$ cat src/rtl/capture_pkg.sv
// Shared constants and state encoding for the triggered sample capture engine.
package capture_pkg;

    localparam int unsigned CAP_DEPTH  = 512;
    localparam int unsigned CAP_ADDR_W = 9;
    localparam int unsigned CAP_DATA_W = 16;

    typedef logic [2:0] cap_state_t;

    localparam cap_state_t IDLE      = 3'd0;
    localparam cap_state_t PRETRIG   = 3'd1;
    localparam cap_state_t WAIT_TRIG = 3'd2;
    localparam cap_state_t POST      = 3'd3;
    localparam cap_state_t DONE      = 3'd4;

    // States in which incoming samples are written into the ring.
    function automatic logic is_capture_state(input cap_state_t st);
        return (st == PRETRIG) || (st == WAIT_TRIG) || (st == POST);
    endfunction

endpackage

$ cat src/rtl/sample_capture_writer.sv
// Circular pre/post-trigger capture into the FPGA-side port of the sample buffer.
// Reports the trigger address and the oldest sample of the completed window.
module sample_capture_writer
    import capture_pkg::*;
#(
    parameter int unsigned DATA_W = CAP_DATA_W,
    parameter int unsigned ADDR_W = CAP_ADDR_W,
    parameter int unsigned DEPTH  = CAP_DEPTH
) (
    input  logic              clk,
    input  logic              reset,
    input  logic [DATA_W-1:0] in_data,
    input  logic              in_valid,
    input  logic              arm,
    input  logic              abort,
    input  logic              trig,
    input  logic [ADDR_W-1:0] pre_len,
    output logic [ADDR_W-1:0] buf_address,
    output logic [DATA_W-1:0] buf_writedata,
    output logic              buf_write,
    output logic              buf_chipselect,
    output logic [1:0]        buf_byteenable,
    output logic              busy,
    output logic              done,
    output logic [ADDR_W-1:0] start_addr,
    output logic [ADDR_W-1:0] trig_addr
);

    // One extra bit so that a full 512-sample post window fits.
    localparam int unsigned CNT_W = ADDR_W + 1;

    cap_state_t        state_q, state_d;
    logic [ADDR_W-1:0] wr_ptr_q, wr_ptr_d;
    logic [ADDR_W-1:0] pre_len_q, pre_len_d;
    logic [CNT_W-1:0]  pre_cnt_q, pre_cnt_d;
    logic [CNT_W-1:0]  post_cnt_q, post_cnt_d;
    logic [ADDR_W-1:0] trig_addr_q, trig_addr_d;
    logic [ADDR_W-1:0] start_addr_q, start_addr_d;

    logic [ADDR_W-1:0] buf_address_q;
    logic [DATA_W-1:0] buf_writedata_q;
    logic              buf_write_q;
    logic              busy_q;
    logic              done_q;

    logic              accept;
    logic [CNT_W-1:0]  post_len;
    logic [CNT_W-1:0]  pre_cnt_inc;
    logic [CNT_W-1:0]  post_cnt_inc;

    assign accept       = in_valid && is_capture_state(state_q);
    assign post_len     = CNT_W'(DEPTH) - CNT_W'(pre_len_q);
    assign pre_cnt_inc  = pre_cnt_q + CNT_W'(1);
    assign post_cnt_inc = post_cnt_q + CNT_W'(1);

    always_comb begin
        state_d      = state_q;
        pre_len_d    = pre_len_q;
        pre_cnt_d    = pre_cnt_q;
        post_cnt_d   = post_cnt_q;
        trig_addr_d  = trig_addr_q;
        start_addr_d = start_addr_q;
        // The write pointer advances even on an abort cycle: that sample is still written.
        wr_ptr_d     = accept ? (wr_ptr_q + ADDR_W'(1)) : wr_ptr_q;

        if (abort) begin
            state_d = IDLE;
        end else begin
            case (state_q)
                IDLE, DONE: begin
                    if (arm) begin
                        pre_len_d  = pre_len;
                        pre_cnt_d  = '0;
                        post_cnt_d = '0;
                        state_d    = (pre_len != '0) ? PRETRIG : WAIT_TRIG;
                    end
                end
                PRETRIG: begin
                    if (accept) begin
                        pre_cnt_d = pre_cnt_inc;
                        if (pre_cnt_inc == CNT_W'(pre_len_q)) begin
                            state_d = WAIT_TRIG;
                        end
                    end
                end
                WAIT_TRIG: begin
                    if (accept && trig) begin
                        trig_addr_d  = wr_ptr_q;
                        start_addr_d = wr_ptr_q - pre_len_q;
                        post_cnt_d   = CNT_W'(1);
                        state_d      = (post_len == CNT_W'(1)) ? DONE : POST;
                    end
                end
                POST: begin
                    if (accept) begin
                        post_cnt_d = post_cnt_inc;
                        if (post_cnt_inc == post_len) begin
                            state_d = DONE;
                        end
                    end
                end
                default: state_d = IDLE;
            endcase
        end
    end

    always_ff @(posedge clk) begin
        if (reset) begin
            state_q         <= IDLE;
            wr_ptr_q        <= '0;
            pre_len_q       <= '0;
            pre_cnt_q       <= '0;
            post_cnt_q      <= '0;
            trig_addr_q     <= '0;
            start_addr_q    <= '0;
            buf_address_q   <= '0;
            buf_writedata_q <= '0;
            buf_write_q     <= 1'b0;
            busy_q          <= 1'b0;
            done_q          <= 1'b0;
        end else begin
            state_q      <= state_d;
            wr_ptr_q     <= wr_ptr_d;
            pre_len_q    <= pre_len_d;
            pre_cnt_q    <= pre_cnt_d;
            post_cnt_q   <= post_cnt_d;
            trig_addr_q  <= trig_addr_d;
            start_addr_q <= start_addr_d;
            buf_write_q  <= accept;
            if (accept) begin
                buf_address_q   <= wr_ptr_q;
                buf_writedata_q <= in_data;
            end
            // Status flags are derived from the next state so they line up with the last write.
            busy_q <= is_capture_state(state_d);
            done_q <= (state_d == DONE);
        end
    end

    assign buf_address    = buf_address_q;
    assign buf_writedata  = buf_writedata_q;
    assign buf_write      = buf_write_q;
    assign buf_chipselect = buf_write_q;
    assign buf_byteenable = 2'b11;
    assign busy           = busy_q;
    assign done           = done_q;
    assign start_addr     = start_addr_q;
    assign trig_addr      = trig_addr_q;

endmodule

$ cat config.mk
export PLATFORM = sky130hd
export DESIGN_NAME = sample_capture_writer
export DESIGN_NICKNAME = d
export VERILOG_FILES = /design/src/rtl/capture_pkg.sv /design/src/rtl/sample_capture_writer.sv
export SDC_FILE = /design/constraint.sdc
export NUM_CORES = 1
export LEC_CHECK = 0
export BUFFER_PORTS_ARGS = -buffer_cell sky130_fd_sc_hd__buf_2
export CAP_MARGIN = 20
export CORE_MARGIN = 5
export CORE_UTILIZATION = 41
export CTS_BUF_LIST = sky130_fd_sc_hd__clkbuf_4
export DETAILED_ROUTE_END_ITERATION = 8
export MAX_ROUTING_LAYER = met4
export SYNTH_ARGS = -nofsm -noshare
export SYNTH_HDL_FRONTEND = slang
export SYNTH_SLANG_ARGS = --single-unit
$ cat constraint.sdc
create_clock -name clk -period 3.69 [get_ports clk]
set_input_delay 0.5535 -clock clk [delete_from_list [all_inputs] [get_ports clk]]
set_output_delay 0.5535 -clock clk [all_outputs]
set_load 0.01 [all_outputs]
# Word level (Yosys, flattened, before mapping)
# Cells that the tools add are included.
[word_totals] register_bits=87 latch_bits=0 mem_bits_rw=0 rom_bits=0 output_inout_bits=49 word_cells=64 mem_count=0
[classes] n_addsub=5 multipliers=0 n_div=0 order_cmp=0 eq_ne=15 shift=0 n_mux=16 bitwise_logic=1 reduce_logical=15
[ops] cell="$mux 10" count=4
[ops] cell="$pmux 10 s3" count=1
[ops] cell="$mux 3" count=8
[ops] cell="$add 10x1->10 const B" count=2
[ops] cell="$pmux 10 s2" count=1
[ops] cell="$eq 3x2->1 const B" count=4
[ops] cell="$pmux 3 s4" count=1
[ops] cell="$eq 10x1->1 const B" count=1
[ops] cell="$eq 10x10->1" count=1
[ops] cell="$eq 10x9->1" count=1
[ops] cell="$sub 10x9->10 const A" count=1
[ops] cell="$add 9x1->9 const B" count=1
[ops] cell="$reduce_bool 9->1" count=1
[ops] cell="$sub 9x9->9" count=1
[ops] cell="$eq 3x1->1 const B" count=2
[ops] cell="$eq 3x3->1 const B" count=2
[ops] cell="$ne 2x2->1 const B" count=3
[ops] cell="$reduce_and 3->1" count=2
[ops] cell="$reduce_and 5->1" count=1
[ops] cell="$logic_or 1x1->1" count=4
[ops] cell="$reduce_and 4->1" count=1
[ops] cell="$logic_not 3->1" count=1
[ops] cell="$reduce_bool 3->1" count=1
[ops] cell="$logic_and 1x1->1" count=2
[ops] cell="other kinds (5)" count=5

# Longest topological paths before layout
[logic_depth] depth_word=11 mapped_depth=9 mapped_depth_nobuf=9

# Worst setup path before layout
# Ideal clock, no wire load.
[synth_path] path_type="register to register" from="register pre_len_q[1]" to="register busy_q, in the netlist busy" setup_ns=0.133 arrival_time_ns=2.306 slack_ns=1.251 path_stages_with_launch=10 n_path_buf=1 synth_period_minus_slack_ns=2.439 cell_sequence="dfxtp_1 clkbuf_2 inv_1 ha_1 or3b_1 xnor3_2 a2111oi_4 nand3_2 nor4_4 o211ai_1"
[synth_via] elab_chain_cells=9 elab_cells_between_ends=17 cone_classes="1 x add/sub; 6 x eq/ne; 8 x mux; 2 x reduce/logical"
[synth_rtl] element="start, declared" line_no="sample_capture_writer.sv:34" text="logic [ADDR_W-1:0] pre_len_q, pre_len_d;"
[synth_rtl] element="start signal, assigned" line_no="sample_capture_writer.sv:124" text="pre_len_q <= pre_len_d;"
[synth_rtl] element="$sub 10x9->10" line_no="sample_capture_writer.sv:52" text="assign post_len = CNT_W'(DEPTH) - CNT_W'(pre_len_q);"
[synth_rtl] element="$eq 10x10->1 or $eq 10x1->1 (tied branches)" line_no="sample_capture_writer.sv:97, sample_capture_writer.sv:91"
[synth_rtl] element="$mux 3, on equally long branches" line_no="sample_capture_writer.sv:97, sample_capture_writer.sv:91"
[synth_rtl] element="$mux 3, on equally long branches" line_no="sample_capture_writer.sv:95, sample_capture_writer.sv:87"
[synth_rtl] element="$pmux 3 s4 (*)" line_no="sample_capture_writer.sv:69" text="case (state_q)"
[synth_rtl] element="$mux 3 (*)" line_no="sample_capture_writer.sv:66" text="if (abort) begin"
[synth_rtl] element="$eq 3x1->1 or $eq 3x2->1 (tied branches)" line_no="capture_pkg.sv:18" text="return (st == PRETRIG) || (st == WAIT_TRIG) || (st == POST);"
[synth_rtl] element="$logic_or 1x1->1" line_no="capture_pkg.sv:18"
[synth_rtl] element="$logic_or 1x1->1 (*)" line_no="capture_pkg.sv:18"
[synth_rtl] element="end signal, assigned" line_no="sample_capture_writer.sv:135" text="busy_q <= is_capture_state(state_d);"
[synth_rtl] element="end, declared" line_no="sample_capture_writer.sv:43" text="logic busy_q;"
# Mark *: on every way between the ends. The rest lies on a longest branch, timed or not.
# A chain may end at the register's enable or synchronous reset.

# Final worst setup path
[layout_path] from="register state_q[1]" to="register start_addr_q[7], in the netlist start_addr[7]"
[layout_via] elab_chain_cells=6 elab_cells_between_ends=8 cone_classes="3 x eq/ne; 5 x reduce/logical"
[layout_rtl] element="start, declared" line_no="sample_capture_writer.sv:32" text="cap_state_t state_q, state_d;"
[layout_rtl] element="start signal, assigned" line_no="sample_capture_writer.sv:122" text="state_q <= state_d;"
[layout_rtl] element="$eq 3x1->1 or $eq 3x2->1 (tied branches)" line_no="capture_pkg.sv:18, sample_capture_writer.sv:69"
[layout_rtl] element="$logic_or 1x1->1 (2 in a row)" line_no="capture_pkg.sv:18"
[layout_rtl] element="$logic_and 1x1->1" line_no="sample_capture_writer.sv:51" text="assign accept = in_valid && is_capture_state(state_q);"
[layout_rtl] element="$logic_and 1x1->1" line_no="sample_capture_writer.sv:87" text="if (accept && trig) begin"
[layout_rtl] element="$reduce_and 3->1 (no line) (*)"
[layout_rtl] element="end signal, assigned" line_no="sample_capture_writer.sv:128" text="start_addr_q <= start_addr_d;"
[layout_rtl] element="end, declared" line_no="sample_capture_writer.sv:38" text="logic [ADDR_W-1:0] start_addr_q, start_addr_d;"
# Marked as above.

==> flow_summary.ini <==
[floorplanning]
die_h_um = 118
core_area_mm2 = 0.0114
fp.dieW_um = 118
initial_core_util_pct = 41.9
dieArea_mm2 = 0.0139
ios = 80
rows = 39

[yosys]
ys_seq_area_share_pct = 36.4
synth_top_area_share_pct = 36.4
ys_top_cells_by_count = nand2_1, dfxtp_1, a21oi_1
ys_async_sr_fraction_pct = 0
ys_ff_latch = 87
synth.area.top_cells = dfxtp_1, nand2_1, a21oi_1
synth_cells = 607
yosysUniqueCellTypes = 65
synth_area_leader_cell = dfxtp_1
synth_edf_count = 0
synth.most_common_cell = nand2_1
synth_ff_type = dfxtp_1
yosysWarningCount = 0
synth_area_per_cell_um2 = 7.89
syn_area_mm2 = 0.00479

[placement]
port_buffers = 77
globalplace.congestion = 0.872
dp_hpwl_um = 8980
pre_cts_ws_ns = 1.02

[sta]
tns_ns = 0
fmax_ghz = 0.369
max-slew-margin-rel_pct = 51.6
finalCriticalPeriod_ns = 2.71
finalSetupViolations = 0
fin_hold_ws_ns = 0.314
fin_crit_sh_pct = 73.5
tightest_slew_ns = 0.708
slew_viol_final = 0
clock_skew_ns = 0.0123
hold_viol_final = 0
grt_setup_unrepaired = no
postLayoutSetupSlackWorst_ns = 0.979

[drt]
drt_iter0_markers = 341
drt-pass1-iter-count = 4
ant_nets = 0
viasPerCell = 5.50
dr_total_vias = 4441
route.detailed.drc = 0
drt-total-wl_um = 12500
wl_per_cell_um = 15.5

[cts]
cts_setup_buffers = 0
htree_levels = 3
cts_inserted_buffers = 9
path_clk_slew_ns = 0.14
clk_latency_ns = 0.46
cts_num_sinks = 87
ctsHoldBuffers = 0
cts_tree = yes
clockBufferDepth = 2
cts-resized-gates = 0
root_buffer = clkbuf_4

[min_path]
hold_class = in -> reg
min_from = in_data[15]

[setup_path]
end_kind = register
cp-start-kind = register
startpoint = state_q[1]$_SDFF_PP0_
cp_cell_sequence = o21ba_2 > nand3_1 > or4b_2 > or3_1 > a211o_1 > o211ai_1
ff2ff_setup_slack_ns = 0.98
crit_type = reg -> reg
critPathMaxStageDelay_ns = 0.89
required_ns = 4.07
crit_arrival_ns = 3.10
slowest_stage = or4b_2
cp_max_fo = 21
worstReg2RegStart = state_q[1]$_SDFF_PP0_

[power_and_ir_drop]
ir_drop_mv = 0.185
p_per_area_mw_per_mm2 = 318
fin_total_pwr_mw = 1.69
leakage_nw = 2.03

[global_route]
grt_pass1_vias = 4134
grt_max_degree = 59
overflow = 0
grt_usage_pct = 18.4
grt_pass1_wl_um = 20900
antenna_found_initial = 0

[cells_and_area]
fin_util_pct = 46.5
drive_gt1_share_pct = 17.9
nets = 705
area_growth_pct = 11.0
antennaDiodeCount = 0

[status]
status = finished, final reports clean

[run]
max-cap-violations = 0
layer usage:
metal	part of all wire [%]	vias to the layer above	wire length [um]	global-route usage, %
met2	44	120	5490	27.0
met5	0	-	0	-
met4	2.1	0	266	7.31
li1	-	2245	-	-
met1	49	2057	6110	25.2
met3	5.1	19	637	3.36
cells in the final DEF, fill, tap and decap left out, types with 13 or more instances in the layout:
master	netlist	routed
buf_2	6	77
a21oi_1	78	78
nand3_1	24	24
ha_1	13	13
dfxtp_1	87	87
xnor2_1	24	24
nand2_1	107	107
inv_1	17	17
nor3_1	15	15
nor2_1	37	37
o21ai_0	21	21
stage by stage:
step	instances	instance area [um^2]
after floorplan	608	4790
after detailed placement	792	5200
after CTS	808	5320
final	808	5320
after global routing	808	5320
after global placement	792	5200
worst max-delay path, delay by kind of cell (launching register included):
kind	cells	cell delay [ns]
flops	1	0.65
simple gates	3	1.41
compound gates	3	0.56
worst paths after layout:
path / endpoint / depth (start not counted)
worst min register to register: buf_writedata[6]$_SDFFE_PP0N_ / 2
worst min-delay path: buf_writedata[15]$_SDFFE_PP0N_ / 3
worst max-delay path: start_addr[7]$_SDFFE_PP0P_ / 6
worst max register to register: start_addr[7]$_SDFFE_PP0P_ / 6
final cells by class:
type | instances | area [um^2]
timing repair buffer | 84 | 438
tap | 143 | 179
sequential | 87 | 1740
clock inverter | 5 | 35.0
fill | 1189 | 6100
multi-input combinational | 461 | 2780
inverter | 17 | 63.8
clock buffer | 11 | 82.6
sequential cells by signal (all words and copies together), names as in the netlist:
signal and count:
state_q 3, buf_writedata 16, post_cnt_q 10, wr_ptr_q 9, pre_len_q 9, start_addr 9
busy 1, buf_chipselect 1, pre_cnt_q 10, done 1, buf_address 9, trig_addr 9
cell families (layout without fill, tap and decap cells):
| kind of cell | count (synthesis) | count (layout) | share of synthesized area, % |
|---|---|---|---|
| and+or+nand+nor | 259 | 259 | 26.9 |
| DFF | 87 | 87 | 36.4 |
| AOI/OAI and AO/OA | 148 | 148 | 19.0 |
| buffers and inverters | 60 | 117 | 5.88 |
| xor gates and xnor gates | 38 | 38 | 7.89 |
| other | 1 | 2 | 0.0783 |
| adders and majority gates | 14 | 14 | 3.82 |
power by group:
part           internal (mW)  leakage (nW)  switching [mW]  total [mW]
registers              0.951         0.703          0.0227       0.974
logic                 0.0938          1.26           0.123       0.217
clock network          0.154        0.0684           0.343       0.497
No activity file was read; power rests on OpenSTA's default activity.
